### config.mk
export PLATFORM = sky130hd
export DESIGN_NAME = instr_encoder_flat
export DESIGN_NICKNAME = d
export VERILOG_FILES = /design/src/rtl/instr_encoder_if.sv /design/src/rtl/instr_encoder.sv /design/src/flat_wrapper.sv
export SDC_FILE = /design/constraint.sdc
export NUM_CORES = 1
export LEC_CHECK = 0
export ABC_AREA = 0
export BUFFER_PORTS_ARGS = -buffer_cell sky130_fd_sc_hd__buf_4
export CAP_MARGIN = 30
export CORE_MARGIN = 8
export CORE_UTILIZATION = 46
export CTS_CLUSTER_DIAMETER = 40
export DETAILED_ROUTE_END_ITERATION = 10
export PLACE_DENSITY_LB_ADDON = 0.2
export SYNTH_ARGS = -nofsm -noshare
export SYNTH_HDL_FRONTEND = slang
export SYNTH_SLANG_ARGS = --single-unit
### constraint.sdc
create_clock -name clk -period 1.7 [get_ports clk]
set_input_delay 0.17 -clock clk [delete_from_list [all_inputs] [get_ports clk]]
set_output_delay 0.17 -clock clk [all_outputs]
set_load 0.03 [all_outputs]
### src/rtl/instr_encoder_if.sv
// Request/response bundle of the RV32I instruction encoder.
// Request: in_valid/in_ready plus instruction fields.
// Response: out_valid/out_ready, instr, addr, err, err_count.
// master = program loader side, slave = encoder side.
interface instr_encoder_if #(
    parameter int ERR_CNT_W = 8
);
    logic                 in_valid;
    logic                 in_ready;
    logic [2:0]           fmt;
    logic [6:0]           opcode;
    logic [4:0]           rd;
    logic [4:0]           rs1;
    logic [4:0]           rs2;
    logic [2:0]           funct3;
    logic [6:0]           funct7;
    logic [31:0]          imm;
    logic                 out_valid;
    logic                 out_ready;
    logic [31:0]          instr;
    logic [31:0]          addr;
    logic                 err;
    logic [ERR_CNT_W-1:0] err_count;

    modport master (
        output in_valid, fmt, opcode, rd, rs1, rs2,
               funct3, funct7, imm, out_ready,
        input  in_ready, out_valid, instr, addr,
               err, err_count
    );

    modport slave (
        input  in_valid, fmt, opcode, rd, rs1, rs2,
               funct3, funct7, imm, out_ready,
        output in_ready, out_valid, instr, addr,
               err, err_count
    );
endinterface

### src/rtl/instr_encoder.sv
// RV32I instruction encoder with one registered output stage.
// Ports: clk, reset (sync, active-high), bus (instr_encoder_if.slave):
//   request fields in, encoded instr/addr/err out, saturating err_count.
module instr_encoder #(
    parameter logic [31:0] BASE_ADDR = 32'h0000_0000,
    parameter int          ERR_CNT_W = 8
) (
    input logic           clk,
    input logic           reset,
    instr_encoder_if.slave bus
);
    localparam logic [31:0] NOP = 32'h0000_0013;

    logic [31:0] next_addr;
    logic [31:0] enc;
    logic        enc_err;
    logic        accept;
    logic        xfer;
    logic        fit12;
    logic        fit13;
    logic        fit21;

    assign bus.in_ready = !bus.out_valid || bus.out_ready;
    assign accept       = bus.in_valid && bus.in_ready;
    assign xfer         = bus.out_valid && bus.out_ready;

    // Signed range checks: value fits N bits when all bits above
    // the sign bit equal the sign bit.
    assign fit12 = (&bus.imm[31:11]) || !(|bus.imm[31:11]);
    assign fit13 = (&bus.imm[31:12]) || !(|bus.imm[31:12]);
    assign fit21 = (&bus.imm[31:20]) || !(|bus.imm[31:20]);

    always_comb begin
        enc     = NOP;
        enc_err = 1'b0;
        unique case (bus.fmt)
            3'd0: begin
                enc = {bus.funct7, bus.rs2, bus.rs1,
                       bus.funct3, bus.rd, bus.opcode};
            end
            3'd1: begin
                enc = {bus.imm[11:0], bus.rs1,
                       bus.funct3, bus.rd, bus.opcode};
                enc_err = !fit12;
            end
            3'd2: begin
                enc = {bus.imm[11:5], bus.rs2, bus.rs1,
                       bus.funct3, bus.imm[4:0], bus.opcode};
                enc_err = !fit12;
            end
            3'd3: begin
                enc = {bus.imm[12], bus.imm[10:5], bus.rs2,
                       bus.rs1, bus.funct3, bus.imm[4:1],
                       bus.imm[11], bus.opcode};
                enc_err = !fit13 || bus.imm[0];
            end
            3'd4: begin
                enc = {bus.imm[31:12], bus.rd, bus.opcode};
                enc_err = |bus.imm[11:0];
            end
            3'd5: begin
                enc = {bus.imm[20], bus.imm[10:1], bus.imm[11],
                       bus.imm[19:12], bus.rd, bus.opcode};
                enc_err = !fit21 || bus.imm[0];
            end
            default: begin
                enc     = NOP;
                enc_err = 1'b1;
            end
        endcase
    end

    // Every loaded word is guaranteed to transfer before the next
    // load (or be wiped by reset), so advancing the address on load
    // gives each transferred word the previous address + 4.
    always_ff @(posedge clk) begin
        if (reset) begin
            bus.out_valid <= 1'b0;
            bus.instr     <= '0;
            bus.addr      <= BASE_ADDR;
            bus.err       <= 1'b0;
            bus.err_count <= '0;
            next_addr     <= BASE_ADDR;
        end else begin
            if (xfer && bus.err && !(&bus.err_count)) begin
                bus.err_count <= bus.err_count + 1'b1;
            end
            if (accept) begin
                bus.out_valid <= 1'b1;
                bus.instr     <= enc;
                bus.err       <= enc_err;
                bus.addr      <= next_addr;
                next_addr     <= next_addr + 32'd4;
            end else if (bus.out_ready) begin
                bus.out_valid <= 1'b0;
            end
        end
    end
endmodule
### src/flat_wrapper.sv
// flat-port wrapper written by rule: the top's interface ports become plain ports
module instr_encoder_flat 
#(
    parameter logic [31:0] BASE_ADDR = 32'h0000_0000,
    parameter int          ERR_CNT_W = 8
)
  (clk, reset, bus_in_valid, bus_fmt, bus_opcode, bus_rd, bus_rs1, bus_rs2, bus_funct3, bus_funct7, bus_imm, bus_out_ready, bus_in_ready, bus_out_valid, bus_instr, bus_addr, bus_err, bus_err_count);
  instr_encoder_if #(.ERR_CNT_W(ERR_CNT_W)) bus_i ();
  input logic clk;
  input logic reset;
  input wire logic [$bits(bus_i.in_valid)-1:0] bus_in_valid;
  input wire logic [$bits(bus_i.fmt)-1:0] bus_fmt;
  input wire logic [$bits(bus_i.opcode)-1:0] bus_opcode;
  input wire logic [$bits(bus_i.rd)-1:0] bus_rd;
  input wire logic [$bits(bus_i.rs1)-1:0] bus_rs1;
  input wire logic [$bits(bus_i.rs2)-1:0] bus_rs2;
  input wire logic [$bits(bus_i.funct3)-1:0] bus_funct3;
  input wire logic [$bits(bus_i.funct7)-1:0] bus_funct7;
  input wire logic [$bits(bus_i.imm)-1:0] bus_imm;
  input wire logic [$bits(bus_i.out_ready)-1:0] bus_out_ready;
  output wire logic [$bits(bus_i.in_ready)-1:0] bus_in_ready;
  output wire logic [$bits(bus_i.out_valid)-1:0] bus_out_valid;
  output wire logic [$bits(bus_i.instr)-1:0] bus_instr;
  output wire logic [$bits(bus_i.addr)-1:0] bus_addr;
  output wire logic [$bits(bus_i.err)-1:0] bus_err;
  output wire logic [$bits(bus_i.err_count)-1:0] bus_err_count;
  assign bus_i.in_valid = bus_in_valid;
  assign bus_i.fmt = bus_fmt;
  assign bus_i.opcode = bus_opcode;
  assign bus_i.rd = bus_rd;
  assign bus_i.rs1 = bus_rs1;
  assign bus_i.rs2 = bus_rs2;
  assign bus_i.funct3 = bus_funct3;
  assign bus_i.funct7 = bus_funct7;
  assign bus_i.imm = bus_imm;
  assign bus_i.out_ready = bus_out_ready;
  assign bus_in_ready = bus_i.in_ready;
  assign bus_out_valid = bus_i.out_valid;
  assign bus_instr = bus_i.instr;
  assign bus_addr = bus_i.addr;
  assign bus_err = bus_i.err;
  assign bus_err_count = bus_i.err_count;
  instr_encoder #(.BASE_ADDR(BASE_ADDR), .ERR_CNT_W(ERR_CNT_W)) u_core (.clk(clk), .reset(reset), .bus(bus_i));
endmodule
==> results.md <==
- Outcome: finished, final reports clean
- Layout Cells excl Fill: 844
- Sw power: 1360 uW
- DR WL/cell: 16.1 um
- Comb power frac: 16.0%
- I/O Buffers: 143
- FMAX: 623 MHz
- Critical Path AT: 1.89 ns
- Switching portion of total power: 27.9%
- Clock tree buffer depth: 2
- DRT Pass-1 Iters: 6
- Internal cell power: 3520 uW
- Die width: 116 um
- Core area: 9730 um^2
- CP required: 1.98 ns
- Post-synth EDFFs: 0
- Ys flop type: dfxtp_1
- Final instance area: 6190 um^2
- Yosys synthesis warning count: 0
- Clk pwr share: 32.9%
- Synthesized instance count: 563
- Setup TNS: 0 ns
- I/O Pins: 146
- Setup violations, final: 0
- Final period util: 94.4%
- Antenna violations before repair: 0
- Sequential cell fraction of total power: 51.1%
- Worst flop-to-flop path startpoint: u_core.next_addr[20]
- GR Overflow Total: 0
- Ant. Diodes: 0
- Worst-margin pin slew: 0.505 ns
- CP top delay family: simple AND/OR/NAND/NOR gates
- Hpwl dp: 10,100 um
- Count of buffer and inverter cells on the critical path: 0
- Cell area after synthesis: 4590 um^2
- Layout Skew: 0.0185 ns
- Dpl cells: 825
- RSZ-0062 raised after global routing: false
- Fraction of registers with async set/reset: 0%
- Register bit count reported by yosys: 102
- DP Area: 5920 um^2
- Routed wire length: 13,600 um
- Post-synth top area cell: dfxtp_1
- Maximum VDD drop: 0.494 mV
- Routability Congestion: 0.917
- Setup ws final: 0.0955 ns
- DR iter-0 viols: 371
- Worst slack, placed: 0.0209 ns
- Die area: 13,400 um^2
- Starting Density: 47.2%
- Ranking of synthesized cells by area: dfxtp_1 44%, nand2_1 6.6%, nor2_1 5.6%
- Antenna Nets Post-Route: 0
- Synth top area share: 44.5%
- Share of cells above drive strength 1: 30.4%
- First-pass GRT wire length: 21,600 um
- Critical-path top delay cell: or3_1
- Max_slew headroom: 66.3%
- Routed vias/inst: 5.46
- Synthesized area per cell: 8.16 um^2
- CP Cell Sequence: and4_2, and3_2, nand4_4, or3_1, a21oi_1
- Min Tclk post-route: 1.60 ns
- Routed vias: 4,610
- Worst-path maximum fanout: 8
- Root buffer cell: clkbuf_8
- CP endpoint kind: register
- GRT Util Overall: 19.8%
- Worst-path clk slew: 0.11 ns
- Clock sink count: 102
- Sequential-to-total area share from yosys stat: 44.5%
- CTS Buf Count: 9
- Count leader, synth: dfxtp_1
- CTS tree: built
- Power Dens Cells: 788 nW/um^2
- Clk Latency, worst-skew pair: 0.36 ns
- Vias in the first global route: 4,596
- Top post-synthesis cells by count: 102 x dfxtp_1, 81 x nand2_1, 68 x nor2_1, 48 x a21oi_1, 30 x clkbuf_1
- Final hold viol count: 0
- Lkg Pwr: 0.00251 uW
- Die height: 116 um
- Remaining DRCs: 0
- Startpoint types: register
- Crit path largest cell delay: 0.38 ns
- Final nets: 779
- Worst Min Path Start: bus_opcode[2]
- Max-slew violations: 0
- Critical Path Start: u_core.next_addr[20]
- Worst hold-check path type: in2reg
- Syn-to-layout area delta: 34.8%
- Maxcap violations: 0
- Cell Rows: 36
- Post-synth cell types: 46
- Power after layout: 4880 uW
- Largest net degree at the start of global routing: 44
- H-tree level count: 3
- Critical path class: reg2reg
==> worst min-delay path, delay by kind of cell <==
kind | cells | cell delay [ns]
AND/OR/NAND/NOR | 1 | 0.08
buffers and inverters | 1 | 0.08
AO/OA/AOI/OAI | 1 | 0.05
==> power groups by stage <==
stage / logic, uW / clock network (uW) / registers, uW
5_1_grt: 843 / 1710 / 2500
6_report: 781 / 1610 / 2490
3_3_place_gp: 767 / 0 / 2550
3_5_place_dp: 780 / 0 / 2550
2_1_floorplan: 302 / 0 / 2670
4_1_cts: 782 / 1630 / 2490
==> what timing repair did <==
action / 4_1_cts / 5_1_grt
hold endpoints to repair: 0 / 0
buffers inserted: 0 / 3
hold buffers: 0 / 0
gates resized for setup: 1 / 14
pin swaps: 0 / 5
setup endpoints to repair: 1 / 16
==> through the flow <==
step | hold WS, ns | util [%]
2_1_floorplan | 0.318 | -
3_3_place_gp | 0.408 | 60.9
5_1_grt | 0.0653 | 63.7
3_5_place_dp | 0.426 | 60.9
4_1_cts | 0.0533 | 63.0
6_report | 0.0588 | 63.7
==> layout make-up <==
| cell class | instances | area [um^2] |
|---|---|---|
| clock buffer | 11 | 141 |
| clock inverter | 5 | 66.3 |
| fill | 883 | 3540 |
| inverter | 11 | 43.8 |
| multi-input combinational | 413 | 2400 |
| sequential | 102 | 2050 |
| tap | 133 | 166 |
| timing repair buffer | 169 | 1320 |
==> per-layer routing <==
layer / wire (um) / vias up / track usage, %
met3: 854 / 29 / 4.38
met2: 6630 / 136 / 34.1
li1: - / 2271 / -
met1: 5790 / 2174 / 23.1
met4: 344 / 0 / 8.21
met5: 0 / - / 0
==> sequential cells by signal (all words and copies together) (netlist names) <==
| signal | flops |
|---|---|
| u_core.bus.instr | 32 |
| u_core.bus.addr | 30 |
| u_core.next_addr | 30 |
| u_core.bus.err_count | 8 |
| u_core.bus.err | 1 |
| u_core.bus.out_valid | 1 |
==> final timing paths <==
check                    endpoint  cells past startpoint  slack (ns)
max reg2reg  u_core.next_addr[31]                      5         0.1
min reg2reg    u_core.bus.addr[9]                      2        0.46
max          u_core.next_addr[31]                      5         0.1
min           u_core.bus.instr[2]                      3        0.06
==> cell usage in the layout, fill, tap and decap left out, types with 2 or more instances in the layout <==
cell type  instances
and3_2             3
and4_1             3
nor3_1            26
xor2_1            12
nand4_4            2
and4_4             2
nand3_1            9
nand2_1           80
o21ai_0           26
a221oi_1          20
conb_1             2
a22oi_1           14
a21oi_1           48
and3_1             6
inv_1             10
or4_1              2
clkbuf_8          10
buf_12             4
buf_4            165
or3_1              9
nor4_1             6
dfxtp_1           95
a31oi_1            3
nand4_1           15
xnor2_1           14
and4_2             3
o211ai_1           2
nor4_2             3
dfxtp_2            6
and2_1             3
nor2_1            67
mux2i_1            8
mux2_2             3
nor2b_1            7
==> logic make-up after synthesis <==
logic type | share of synthesized area, %
mux | 2.48
flops | 44.5
other cells | 0.0816
buf+inv | 4.41
compound gates | 16.6
fa+ha+maj | 0.545
xor+xnor | 4.96
simple gates | 26.5
No activity file was read; power rests on OpenSTA's default activity.
